File: src/rtl/div_ctrl_pkg.sv
// Shared definitions for the divider front end: divider register map, controller
// states and the quotient returned for a divide-by-zero.
package div_ctrl_pkg;

    localparam logic [7:0] REG_INFO      = 8'h00;
    localparam logic [7:0] REG_DIVISOR   = 8'h04;
    localparam logic [7:0] REG_DIVIDEND  = 8'h08;
    localparam logic [7:0] REG_QUOTIENT  = 8'h0C;
    localparam logic [7:0] REG_REMAINDER = 8'h10;

    localparam logic [31:0] DBZ_QUOTIENT = 32'hFFFFFFFF;

    typedef enum logic [3:0] {
        IDLE,
        GRANT,
        WR_DIVISOR,
        WR_DIVIDEND,
        WAIT,
        POLL,
        RD_QUO,
        RD_REM,
        RESP
    } state_t;

endpackage

File: src/rtl/rr_arbiter.sv
// Combinational round-robin picker: the first set request found from pointer+1
// upward, wrapping, as both a one-hot vector and an index.
module rr_arbiter #(
    parameter int N_REQ = 4
) (
    input  logic [N_REQ-1:0]         i_req,
    input  logic [$clog2(N_REQ)-1:0] i_pointer,
    output logic [N_REQ-1:0]         o_grant,
    output logic [$clog2(N_REQ)-1:0] o_index
);

    localparam int IDX_W = $clog2(N_REQ);

    logic [IDX_W-1:0] w_scanIdx;

    // Scanning from the farthest candidate to the nearest lets the nearest hit win.
    always_comb begin
        o_grant   = '0;
        o_index   = '0;
        w_scanIdx = '0;
        for (int k = N_REQ; k >= 1; k--) begin
            w_scanIdx = IDX_W'((int'(i_pointer) + k) % N_REQ);
            if (i_req[w_scanIdx]) begin
                o_grant            = '0;
                o_grant[w_scanIdx] = 1'b1;
                o_index            = w_scanIdx;
            end
        end
    end

endmodule

File: src/rtl/div_arbiter.sv
// Round-robin front end sharing one seq_divider among N_REQ clients; each grant runs
// the divider register sequence and returns the result on a single response bus.
module div_arbiter
    import div_ctrl_pkg::*;
#(
    parameter int N_REQ          = 4,
    parameter int TIMEOUT_CYCLES = 64
) (
    input  logic                     clk,
    input  logic                     rst,
    input  logic [N_REQ-1:0]         req_valid,
    input  logic [32*N_REQ-1:0]      req_dividend,
    input  logic [32*N_REQ-1:0]      req_divisor,
    output logic [N_REQ-1:0]         req_ready,
    output logic                     resp_valid,
    input  logic                     resp_ready,
    output logic [$clog2(N_REQ)-1:0] resp_id,
    output logic [31:0]              resp_quotient,
    output logic [31:0]              resp_remainder,
    output logic                     resp_dbz,
    output logic                     resp_timeout,
    output logic [7:0]               div_address,
    output logic [31:0]              div_write_data,
    output logic                     div_we,
    output logic                     div_re,
    input  logic [31:0]              div_read_data
);

    localparam int IDX_W  = $clog2(N_REQ);
    localparam int PCNT_W = $clog2(TIMEOUT_CYCLES) + 1;

    state_t            r_state, w_nextState;
    logic [IDX_W-1:0]  r_grantIdx, r_pointer, w_arbIdx;
    logic [N_REQ-1:0]  r_reqReady, w_arbOneHot;
    logic [31:0]       r_dividend, w_selDividend, w_selDivisor;
    logic [31:0]       w_dividendArr [N_REQ];
    logic [31:0]       w_divisorArr [N_REQ];
    logic [PCNT_W-1:0] r_pollCnt;
    logic              w_pollExpired;
    logic              r_respValid, r_respDbz, r_respTimeout;
    logic [31:0]       r_respQuotient, r_respRemainder;
    logic [7:0]        r_divAddress, w_busAddress;
    logic [31:0]       r_divWriteData, w_busWriteData;
    logic              r_divWe, r_divRe, w_busWe, w_busRe;

    rr_arbiter #(.N_REQ(N_REQ)) u_arbiter (
        .i_req     (req_valid),
        .i_pointer (r_pointer),
        .o_grant   (w_arbOneHot),
        .o_index   (w_arbIdx)
    );

    always_comb begin
        for (int i = 0; i < N_REQ; i++) begin
            w_dividendArr[i] = req_dividend[32*i +: 32];
            w_divisorArr[i]  = req_divisor[32*i +: 32];
        end
    end

    assign w_selDividend = w_dividendArr[r_grantIdx];
    assign w_selDivisor  = w_divisorArr[r_grantIdx];
    assign w_pollExpired = (r_pollCnt == PCNT_W'(TIMEOUT_CYCLES - 1));

    always_comb begin
        w_nextState = r_state;
        case (r_state)
            IDLE:        if (|req_valid) w_nextState = GRANT;
            GRANT:       w_nextState = (w_selDivisor == '0) ? RESP : WR_DIVISOR;
            WR_DIVISOR:  w_nextState = WR_DIVIDEND;
            WR_DIVIDEND: w_nextState = WAIT;
            WAIT:        w_nextState = POLL;
            POLL: begin
                if (div_read_data[0])   w_nextState = RD_QUO;
                else if (w_pollExpired) w_nextState = RESP;
            end
            RD_QUO:      w_nextState = RD_REM;
            RD_REM:      w_nextState = RESP;
            RESP:        if (resp_ready) w_nextState = IDLE;
            default:     w_nextState = IDLE;
        endcase
    end

    // Divider port values are derived from the state being entered so the port is
    // driven straight from flops during that state.
    always_comb begin
        w_busAddress   = '0;
        w_busWriteData = '0;
        w_busWe        = 1'b0;
        w_busRe        = 1'b0;
        case (w_nextState)
            WR_DIVISOR: begin
                w_busAddress   = REG_DIVISOR;
                w_busWriteData = w_selDivisor;
                w_busWe        = 1'b1;
            end
            WR_DIVIDEND: begin
                w_busAddress   = REG_DIVIDEND;
                w_busWriteData = r_dividend;
                w_busWe        = 1'b1;
            end
            POLL: begin
                w_busAddress = REG_INFO;
                w_busRe      = 1'b1;
            end
            RD_QUO: begin
                w_busAddress = REG_QUOTIENT;
                w_busRe      = 1'b1;
            end
            RD_REM: begin
                w_busAddress = REG_REMAINDER;
                w_busRe      = 1'b1;
            end
            default: ;
        endcase
    end

    always_ff @(posedge clk) begin
        if (rst) begin
            r_state         <= IDLE;
            r_pointer       <= IDX_W'(N_REQ - 1);
            r_grantIdx      <= '0;
            r_reqReady      <= '0;
            r_dividend      <= '0;
            r_pollCnt       <= '0;
            r_respValid     <= 1'b0;
            r_respDbz       <= 1'b0;
            r_respTimeout   <= 1'b0;
            r_respQuotient  <= '0;
            r_respRemainder <= '0;
            r_divAddress    <= '0;
            r_divWriteData  <= '0;
            r_divWe         <= 1'b0;
            r_divRe         <= 1'b0;
        end else begin
            r_state        <= w_nextState;
            r_reqReady     <= '0;
            r_respValid    <= (w_nextState == RESP);
            r_divAddress   <= w_busAddress;
            r_divWriteData <= w_busWriteData;
            r_divWe        <= w_busWe;
            r_divRe        <= w_busRe;
            case (r_state)
                IDLE: begin
                    if (|req_valid) begin
                        r_grantIdx <= w_arbIdx;
                        r_reqReady <= w_arbOneHot;
                    end
                end
                GRANT: begin
                    r_pointer       <= r_grantIdx;
                    r_dividend      <= w_selDividend;
                    r_pollCnt       <= '0;
                    r_respTimeout   <= 1'b0;
                    r_respDbz       <= (w_selDivisor == '0);
                    r_respQuotient  <= (w_selDivisor == '0) ? DBZ_QUOTIENT : '0;
                    r_respRemainder <= (w_selDivisor == '0) ? w_selDividend : '0;
                end
                POLL: begin
                    if (!div_read_data[0]) begin
                        r_pollCnt <= r_pollCnt + 1'b1;
                        if (w_pollExpired) begin
                            r_respTimeout   <= 1'b1;
                            r_respQuotient  <= '0;
                            r_respRemainder <= '0;
                        end
                    end
                end
                RD_QUO:  r_respQuotient  <= div_read_data;
                RD_REM:  r_respRemainder <= div_read_data;
                default: ;
            endcase
        end
    end

    assign req_ready      = r_reqReady;
    assign resp_valid     = r_respValid;
    assign resp_id        = r_grantIdx;
    assign resp_quotient  = r_respQuotient;
    assign resp_remainder = r_respRemainder;
    assign resp_dbz       = r_respDbz;
    assign resp_timeout   = r_respTimeout;
    assign div_address    = r_divAddress;
    assign div_write_data = r_divWriteData;
    assign div_we         = r_divWe;
    assign div_re         = r_divRe;

endmodule

File: config.mk
export PLATFORM = sky130hd
export DESIGN_NAME = div_arbiter
export DESIGN_NICKNAME = d
export VERILOG_FILES = /design/src/rtl/div_ctrl_pkg.sv /design/src/rtl/rr_arbiter.sv /design/src/rtl/div_arbiter.sv
export SDC_FILE = /design/constraint.sdc
export NUM_CORES = 1
export LEC_CHECK = 0
export ABC_AREA = 1
export BUFFER_PORTS_ARGS = -buffer_cell sky130_fd_sc_hd__clkbuf_2
export CAP_MARGIN = 20
export CELL_PAD_IN_SITES_DETAIL_PLACEMENT = 0
export CELL_PAD_IN_SITES_GLOBAL_PLACEMENT = 2
export CORE_AREA = 2 2 185 206
export CTS_CLUSTER_SIZE = 40
export DETAILED_ROUTE_END_ITERATION = 8
export DIE_AREA = 0 0 187 208
export PLACE_DENSITY_LB_ADDON = 0.1
export SLEW_MARGIN = 40
export SYNTH_ARGS = -nofsm -noshare
export SYNTH_HDL_FRONTEND = slang
export SYNTH_SLANG_ARGS = --single-unit
File: constraint.sdc
create_clock -name clk -period 2.7 [get_ports clk]
set_input_delay 0 -clock clk [delete_from_list [all_inputs] [get_ports clk]]
set_output_delay 0 -clock clk [all_outputs]
set_load 0.02 [all_outputs]
==> key figures <==
Route
  • # DRC: 0
  • First DRT Iteration DRCs: 539
  • Vias post-DR: 10,000
  • Post-route ant nets: 0
  • Via density per instance: 4.55
  • Routed WL per cell: 17.6 um
  • Initial DRT Pass Iterations: 5
  • Final wirelength: 38,700 um

Synthesis
  • Synth area leader: dfxtp_1
  • Async SR Flop Fraction: 0
  • Synth area leaders: dfxtp_1, nand2_1, a21oi_1, nand3_1, o21ai_0
  • Ys Warns: 0
  • Synth unique cells: 27
  • Mapped Area: 8380 um2
  • Mapped Cells: 1,301
  • Post-synthesis register bit count: 155
  • Top_reg_cell synth: dfxtp_1
  • Post-synth top area share: 0.370
  • Post-synth EDFFs: 0
  • Seq/Total Area, Yosys: 0.370
  • Synth cell count leaders: nand2_1, a21oi_1, dfxtp_1
  • Top-count cell post-synth: nand2_1
  • Syn_area_per_cell: 6.44 um2

Outcome
  • Status: finished, final reports clean

Power
  • Switching Share: 0.473
  • Clock group share of total power: 0.195
  • Int Power: 6790 uW
  • Leakage: 0.00571 uW
  • Comb pwr share: 0.523
  • VDD IR-drop max: 480 uV
  • Sequential share of power: 0.282
  • Psw: 6100 uW
  • Power density over the cells: 1080 nW/um2

Place
  • # port buffers: 404
  • Area after DPL: 10,900 um2
  • Placer Congestion: 0.829
  • Post-DP HPWL: 30,200 um
  • Pre-CTS setup slack: 0.402 ns

Cells and area
  • # diodes: 0
  • Finished Cell Area: 11,900 um2
  • Fin nets: 1,992
  • Area Overhead vs Synth: 42.1%
  • Filler cells: 4,194
  • Share of post-route cells with drive strength above 1: 0.285

Timing
  • RSZ-0062 raised after global routing: no
  • Final setup margin: 0.417 ns
  • Layout Skew: 0.0121 ns
  • F_max: 438 MHz
  • Setup violators final: 0
  • Final worst path period share: 0.846
  • Tightest Pin Transition: 0.634 ns
  • Rel. slew slack: 0.577
  • Setup TNS: 0 ns
  • Fin Hold WS: 0.0215 ns
  • Tmin final: 2.28 ns
  • Max Slew Vio Count: 0
  • Fin. Hold Viols: 0

CTS
  • Max Root-Sink Buffers: 2
  • Cts bufs inserted: 17
  • Clock sink count: 155
  • CTS tree: yes
  • Clock-pin slew on the worst setup and hold paths: 0.07 ns
  • H-tree levels: 4
  • Cell chosen for the clock root: clkbuf_16
  • # resized after CTS: 0
  • Clk Latency, worst-skew pair: 0.43 ns

Die
  • Area of the core: 36,800 um2
  • DIE HEIGHT: 208 um
  • Starting Density: 0.228
  • Top Ports: 410
  • Die width: 187 um
  • Die area: 38,900 um2
  • Row count: 74

Global route
  • GR Util met1: 0.260
  • Overflow after GRT: 0
  • Vias in the first global route: 10,100
  • Met3 Track Usage GR: 0.0481
  • Grt met2 use: 0.324
  • Largest net degree at the start of global routing: 92
  • Antenna violations before repair: 0
  • GRT Total Usage: 0.196
  • Gr busiest metal: met2
  • First-pass GRT wire length: 59,900 um

Setup path
  • WP buf/inv: 4
  • CP endpoint kind: flip-flop
  • Largest delay contributor family on the critical path: simple AND/OR/NAND/NOR gates
  • Crit path required time: 3.06 ns
  • Worst Setup Path Type: flip-flop to flip-flop
  • Slowest Stage Delay on Critical Path: 0.33 ns
  • WP data arrival: 2.65 ns
  • CP cell instances: clkinv_2, buf_12, nand3_1, nand2_1, nand2_1, nor2_1, nand2_1, nor2_4, buf_12, nand4_2, buf_12, a21oi_1
  • CP startpoint: resp_id[1]
  • CP max FO: 50
  • Slowest cell on crit path: dfxtp_1
  • Critical R2R Launch: resp_id[1]
  • Worst setup SP type: flip-flop

Min path
  • Min-delay src: req_dividend[68]
  • Tightest Hold Check Type: input pin to flip-flop

Flow run
  • Max cap viols: 0
-- registers in the layout, indices dropped and copies added (netlist names) --
register        count
div_write_data     32
r_dividend         32
resp_quotient      32
resp_remainder     32
r_pollCnt           7
r_state             4
req_ready           4
div_address         3
r_pointer           2
resp_id             2
div_re              1
div_we              1
resp_dbz            1
resp_timeout        1
resp_valid          1
-- path summary, 6_finish.rpt --
check	cells past startpoint	slack (ns)	endpoint
min reg2reg	2	0.46	r_dividend[28]
max reg2reg	12	0.42	resp_quotient[4]
max	12	0.42	resp_quotient[4]
min	4	0.02	r_dividend[4]
-- routing by layer --
metal | wire length (um) | up-vias
met4 | 226 | 0
met1 | 18300 | 4531
met5 | 0 | -
li1 | - | 5139
met3 | 2470 | 13
met2 | 17700 | 332
-- cell usage in the layout (no fill, tap or decap), drive strengths merged --
master	instances
bufinv	2
nor2	74
dfxtp	155
ha	5
clkinv	6
o21ai	116
a41oi	2
nand2	375
nor3	5
or2	2
nand4	1
nand3	145
o31ai	1
o2111ai	1
a31oi	3
a21oi	205
clkinvlp	2
buf	34
dlygate4sd3	36
conb	5
a32o	32
o21bai	1
inv	68
clkbuf	425
a22oi	3
o21a	1
-- area by class of cell --
cell class	count	area (um2)	share of cell area
clock buffer	21	470	0.0395
clock inverter	11	135	0.0114
inverter	67	255	0.0214
multi-input combinational	977	4610	0.387
sequential	155	3110	0.261
tap	494	618	0.0519
timing repair buffer	474	2710	0.228
-- per-stage QoR --
stage / instances / util / total power (uW)
after CTS: 2199 / 0.324 / 13100
after floorplan: 1305 / - / 7880
after global placement: 2131 / 0.298 / 10500
final: 2199 / 0.324 / 12900
after detailed placement: 2131 / 0.298 / 10500
after global routing: 2199 / 0.324 / 14000
-- worst min-delay path, cell delays in order --
cell and delay, ns:
clkbuf_2 0.08, nand2_1 0.05, a32o_1 0.18, o21ai_0 0.08
-- cell families (layout without fill, tap and decap cells) --
kind of cell / Yosys count / in the layout / synth area share
AO/OA/AOI/OAI: 365 / 365 / 0.241
adder cells (fa/ha/maj): 5 / 5 / 0.00747
flip-flops: 155 / 155 / 0.370
AND/OR/NAND/NOR: 602 / 602 / 0.296
other: 1 / 5 / 0.000448
buffers and inverters: 173 / 573 / 0.0853
-- what timing repair did --
action | CTS | global route
buffers inserted | 0 | 0
hold endpoints to repair | 74 | 0
hold buffers | 36 | 0
-- power by group through the flow --
stage	registers (uW)	logic [uW]	clock network [uW]
global placement	3670	6820	0
CTS	3640	6890	2580
global route	3750	7600	2690
finish	3640	6740	2510
detailed placement	3670	6810	0
floorplan	4380	3510	0
(Power assumes the default switching activity.)
